--- src/rtl/uart_baud_gen_frac.sv ---
`default_nettype none
// ============================================================================
// Module      : uart_baud_gen_frac
// Description : Fractional-N baud strobe generator (oversample, mid-bit, bit).
// Revision    : 1.0 - initial release
// ============================================================================
module uart_baud_gen_frac #(
  parameter int CLOCK_FREQ = 1000000,
  parameter int BAUDRATE   = 1250,
  parameter int OVERSAMPLE = 16,
  parameter int INT_W      = 16,
  parameter int FRAC_W     = 4
) (
  input  logic              clk,
  input  logic              rst,
  input  logic              enable,
  input  logic [INT_W-1:0]  div_int,
  input  logic [FRAC_W-1:0] div_frac,
  input  logic              div_load,
  output logic              div_pending,
  output logic              div_err,
  output logic              tick_os,
  output logic              tick_mid,
  output logic              tick_bit
);

  localparam int              OS_W      = $clog2(OVERSAMPLE);
  localparam longint unsigned DEN       = 64'(BAUDRATE) * 64'(OVERSAMPLE);
  localparam longint unsigned DEF_INT_L = 64'(CLOCK_FREQ) / DEN;
  localparam longint unsigned DEF_FRC_L = ((64'(CLOCK_FREQ) << FRAC_W) / DEN) % (64'(1) << FRAC_W);
  localparam logic [INT_W-1:0]  DEF_INT  = INT_W'(DEF_INT_L);
  localparam logic [FRAC_W-1:0] DEF_FRAC = FRAC_W'(DEF_FRC_L);
  localparam logic [OS_W-1:0]   OS_LAST  = OS_W'(OVERSAMPLE - 1);
  localparam logic [OS_W-1:0]   OS_HALF  = OS_W'(OVERSAMPLE / 2 - 1);

  logic [INT_W-1:0]  act_int, sh_int;
  logic [FRAC_W-1:0] act_frac, sh_frac, acc;
  logic              cy;
  logic [INT_W:0]    cnt;
  logic [OS_W-1:0]   os_cnt;

  logic [INT_W:0]    period_last;
  logic              period_end;
  logic [FRAC_W:0]   acc_sum;
  logic              apply;
  logic              load_ok;

  // Period is act_int + cy; act_int >= 2 keeps period_last from underflowing.
  assign period_last = {1'b0, act_int} + {{INT_W{1'b0}}, cy} - {{INT_W{1'b0}}, 1'b1};
  assign period_end  = enable && (cnt == period_last);
  assign acc_sum     = {1'b0, acc} + {1'b0, act_frac};
  assign apply       = div_pending && (!enable || period_end);
  assign load_ok     = div_load && (div_int >= INT_W'(2));

  always_ff @(posedge clk or posedge rst) begin
    if (rst) begin
      act_int     <= DEF_INT;
      act_frac    <= DEF_FRAC;
      sh_int      <= DEF_INT;
      sh_frac     <= DEF_FRAC;
      acc         <= '0;
      cy          <= 1'b0;
      cnt         <= '0;
      os_cnt      <= '0;
      div_pending <= 1'b0;
      div_err     <= 1'b0;
      tick_os     <= 1'b0;
      tick_mid    <= 1'b0;
      tick_bit    <= 1'b0;
    end else begin
      tick_os  <= 1'b0;
      tick_mid <= 1'b0;
      tick_bit <= 1'b0;
      div_err  <= div_load && !load_ok;

      if (!enable) begin
        cnt    <= '0;
        acc    <= '0;
        cy     <= 1'b0;
        os_cnt <= '0;
      end else if (period_end) begin
        cnt       <= '0;
        tick_os   <= 1'b1;
        {cy, acc} <= acc_sum;
        tick_bit  <= (os_cnt == OS_LAST);
        tick_mid  <= (os_cnt == OS_HALF);
        os_cnt    <= (os_cnt == OS_LAST) ? '0 : os_cnt + OS_W'(1);
      end else begin
        cnt <= cnt + {{INT_W{1'b0}}, 1'b1};
      end

      // Old shadow applies first; a coincident load refills it and keeps pending set.
      if (apply) begin
        act_int  <= sh_int;
        act_frac <= sh_frac;
      end
      if (load_ok) begin
        sh_int  <= div_int;
        sh_frac <= div_frac;
      end
      div_pending <= load_ok || (div_pending && !apply);
    end
  end

endmodule
`default_nettype wire
--- config.mk ---
export PLATFORM = sky130hd
export DESIGN_NAME = uart_baud_gen_frac
export DESIGN_NICKNAME = d
export VERILOG_FILES = /design/src/rtl/uart_baud_gen_frac.sv
export SDC_FILE = /design/constraint.sdc
export NUM_CORES = 1
export LEC_CHECK = 0
export ABC_CLOCK_PERIOD_IN_PS = 3150
export CORE_UTILIZATION = 54
export CTS_BUF_LIST = sky130_fd_sc_hd__clkbuf_8
export DETAILED_ROUTE_END_ITERATION = 8
export PLACE_DENSITY = 0.78
export SLEW_MARGIN = 30
export SYNTH_ARGS = -nofsm -noshare
export SYNTH_HDL_FRONTEND = slang
export SYNTH_SLANG_ARGS = --single-unit
--- constraint.sdc ---
create_clock -name clk -period 3.15 [get_ports clk]
set_clock_uncertainty 0.15 [all_clocks]
set_input_delay 0.63 -clock clk [delete_from_list [all_inputs] [get_ports clk]]
set_output_delay 0.63 -clock clk [all_outputs]
set_load 0.01 [all_outputs]
==> results.toml <==
[synth]
syn-cell-area_mm2 = 0.00363
synthFlopType = "dfrtp_1"
ys_types = 51
synth.avg_cell_area_um2 = 11.0
syn-num-nets = 362
yosysSeqAreaShare_pct = 49.2
yosysWarningCount = 0
number_of_enable_type_register_cells_in_the_synthesized_netlist = 0
ys_seq_elements = 71
asyncSetResetFlopFracSynth_pct = 100
postSynthCellCount = 329

[routing]
post_drt_wl_per_cell_um = 17.9
1st_iter_drt_viols = 164
post-route-drc-count = 0
totalWireLength_um = 8320
dr_total_vias = 2751
drt_pre_antenna_iters = 4
ant_nets = 0
routed_via_density = 5.92

[power]
power.switching_fraction_pct = 28.5
power.share.combinational_pct = 21.6
power.static_leakage_nw = 1.96
power.net_switching_mw = 0.694
p_clk_share_pct = 33.6
pwr_per_cell_area_mw_per_mm2 = 530
power_report.internal_total_mw = 1.74
peakVddDrop_uv = 440
power_share_of_the_sequential_group_pct = 44.8

[cts]
cts_tree = "yes"
htreeDepth = 3
worst_skew_pair.late_latency_ns = 0.36
cts.root.buffer_cell = "clkbuf_8"
hold_buffers = 0
cts_num_sinks = 71
cts-buffers-inserted = 9
worst_setup_hold_path_clk_slew_ns = 0.08
cts-root-to-sink-buffers = 2

[sta]
setup_viol = 20
drv_slew = 0
layout_worst_path_cycle_share_pct = 103
holdWs_ns = 0.357
max_freq_mhz = 308
tightest_slew_ns = 0.483
timing.max_slew.rel_slack_pct = 67.5
final_critical_path_setup_slack_ns = -0.0921
rsz0062_at_grt = "true"
finalWorstPathRequiredPeriod_ns = 3.24
finalSetupTns_ns = -1.33
final_hold_violation_count = 0

[placed_design]
dp_slack_ns = -0.0752
place_congestion = 0.853
dpl.hpwl_um = 5290
placement.io_buffers = 28

[worst_setup_path]
critPathArrivalTime_ns = 3.34
critical-path-top-cell-by-count = "ha_4"
cp_slowest_stage_delay_ns = 0.50
crit_start = "cy"
crit_path_end_kind = "flip-flop"
timing.reg2reg.setup_slack_ns = -0.09
cp_data_required_time_ns = 3.24
rr_worst_depth = 12
cp_slowest_cell = "or4b_4"
reg2reg_to = "act_int[2]"
worst_reg2reg_startpoint = "cy"
worst_setup_path_endpoint = "act_int[2]"
path_cells = "inv_2 > ha_4 > ha_4 > or4b_4 > nor4_4 > xnor2_1 > nor4_2 > buf_4 > nand4_1 > o2bb2ai_4 > buf_12 > mux2_2"
crit_type = "flip-flop to flip-flop"
timing.critical_path.fanout_max = 10
startpoint_type = "flip-flop"

[final_layout]
nNetsFinal = 416
nFillCells = 423
multi_input_area_mm2 = 0.00191
n_antenna_cell = 0
area_growth_syn_to_layout_pct = 26.5
post_route_cells_drive_above_1_share_pct = 30.2
seqCellArea_mm2 = 0.00178

[outcome]
violated_checks = "negative setup slack"
outcome = "finished, violations left"

[min_path]
hold_path_class = "flip-flop to flip-flop"
hold_path.startpoint = "os_cnt[3]"

[floorplan]
rows = 29
die_height_um = 84.0
overall_die_width_um = 84.0
start_util_pct = 56.5
io_pins = 29
fp.dieArea_mm2 = 0.00705
placeableCoreArea_mm2 = 0.00642

[grt]
gr-usage-all-layers_pct = 23.7
number_of_antenna_violations_at_the_first_check_in_global_routing = 0
grt_max_degree = 72
number_of_global_route_vias_before_repair = 2741
grt_overflow = 0
grt_pass1_wl_um = 13000

[flow_run]
maxCapViolations = 0
-- cell families after synthesis --
family / Yosys count / synth area share [%]
buffers and inverters: 21 / 2.55
adders and majority gates: 9 / 3.31
and+or+nand+nor: 109 / 15.4
muxes: 44 / 13.6
AOI/OAI and AO/OA: 40 / 7.59
DFF: 71 / 49.2
xor gates and xnor gates: 35 / 8.45
-- routing by layer --
layer	global-route usage [%]	vias to the layer above	part of all wire, %
li1	-	1286	-
met1	32.1	1358	44
met2	37.2	87	49
met3	5.24	20	4.5
met4	9.56	0	2.6
met5	0	-	0
-- through the flow --
| step | cells | cell area [um^2] | total power [mW] | utilization, % |
|---|---|---|---|---|
| floorplan | 329 | 3650 | 1.37 | - |
| global placement | 443 | 4170 | 1.52 | 65.0 |
| detailed placement | 443 | 4170 | 1.54 | 65.0 |
| CTS | 460 | 4420 | 2.36 | 68.8 |
| global route | 465 | 4590 | 2.53 | 71.5 |
| finish | 465 | 4590 | 2.43 | 71.5 |
-- cell usage in the layout, fill, tap and decap left out, drive strengths merged, types with 2 or more instances in the layout --
| cell | Yosys | layout |
|---|---|---|
| mux2i | 3 | 3 |
| and3 | 5 | 5 |
| xor2 | 17 | 17 |
| clkdlybuf4s50 | 0 | 28 |
| nor2 | 33 | 33 |
| or3 | 3 | 3 |
| o21ai | 10 | 10 |
| dfstp | 6 | 6 |
| bufinv | 0 | 2 |
| or4 | 4 | 4 |
| nor2b | 3 | 3 |
| nand2 | 12 | 12 |
| a21oi | 9 | 9 |
| nand4 | 8 | 8 |
| inv | 6 | 9 |
| mux2 | 41 | 41 |
| clkinvlp | 0 | 2 |
| nor4 | 9 | 9 |
| nor3 | 5 | 5 |
| nand2b | 2 | 2 |
| a31o | 3 | 3 |
| a211oi | 2 | 2 |
| clkbuf | 8 | 10 |
| and2 | 3 | 3 |
| xnor2 | 18 | 18 |
| a21o | 2 | 2 |
| ha | 8 | 8 |
| buf | 6 | 28 |
| nand3 | 17 | 17 |
| dfrtp | 65 | 65 |
-- worst max-delay path, delay by kind of cell, from the launching register on --
family	cells	cell delay, ns
AOI/OAI and AO/OA	1	0.28
muxes	1	0.35
buffers and inverters	3	0.43
xor gates and xnor gates	1	0.12
DFF	1	0.38
adders and majority gates	2	0.28
and+or+nand+nor	4	1.14
-- area by class of cell --
| type | count | share of cell area [%] |
|---|---|---|
| inverters | 7 | 0.572 |
| multi-input cells | 237 | 41.5 |
| well taps | 77 | 2.10 |
| flip-flops and latches | 71 | 38.9 |
| clock buffers | 9 | 2.70 |
| clock inverters | 7 | 2.10 |
| repair buffers | 57 | 12.1 |
-- synthesized netlist by cell type, drive strengths merged, types with 2 or more instances --
cell,count,area (um^2)
inv,6,22.5
a21o,2,15.0
and3,5,31.3
nand3,17,85.1
buf,6,36.3
dfrtp,65,1630
nand4,8,50.1
nand2,12,45.0
xnor2,18,158
nor4,9,56.3
dfstp,6,158
mux2,41,462
and2,3,18.8
or4,4,30.0
nor3,5,25.0
xor2,17,149
o21ai,10,53.8
nor2,33,124
a31o,3,26.3
nand2b,2,12.5
mux2i,3,30.0
a211oi,2,15.0
a21oi,9,48.8
nor2b,3,18.8
clkbuf,8,30.0
ha,8,100
or3,3,18.8
-- repair_timing --
item / in CTS / in global routing
gates cloned: 0 / 2
endpoints found under the hold margin: 0 / 0
endpoints found under the setup margin: 39 / 47
setup buffers: 1 / 3
pin swaps: 1 / 10
gates resized for setup: 3 / 25
-- registers in the layout, summed over array words and instances, names as in the netlist --
register	flops
tick_os	1
sh_frac	4
div_err	1
tick_bit	1
act_int	16
os_cnt	4
tick_mid	1
sh_int	16
act_frac	4
cy	1
acc	4
cnt	17
div_pending	1
-- power groups by stage --
stage	registers [mW]	clock network (mW)	logic, mW
final	1.09	0.817	0.527
after detailed placement	1.09	0	0.447
after global placement	1.09	0	0.430
after CTS	1.08	0.831	0.457
after global routing	1.10	0.867	0.568
after floorplan	1.07	0	0.297
-- worst min-delay path by stage --
stage / to / depth (start not counted) / slack, ns
2_1_floorplan: os_cnt[3] / 1 / 0.30
3_3_place_gp: os_cnt[3] / 1 / 0.33
3_5_place_dp: act_int[2] / 1 / 0.34
4_1_cts: os_cnt[3] / 1 / 0.36
5_1_grt: os_cnt[3] / 1 / 0.38
6_report: os_cnt[3] / 1 / 0.36
No activity file was read; power rests on OpenSTA's default activity.
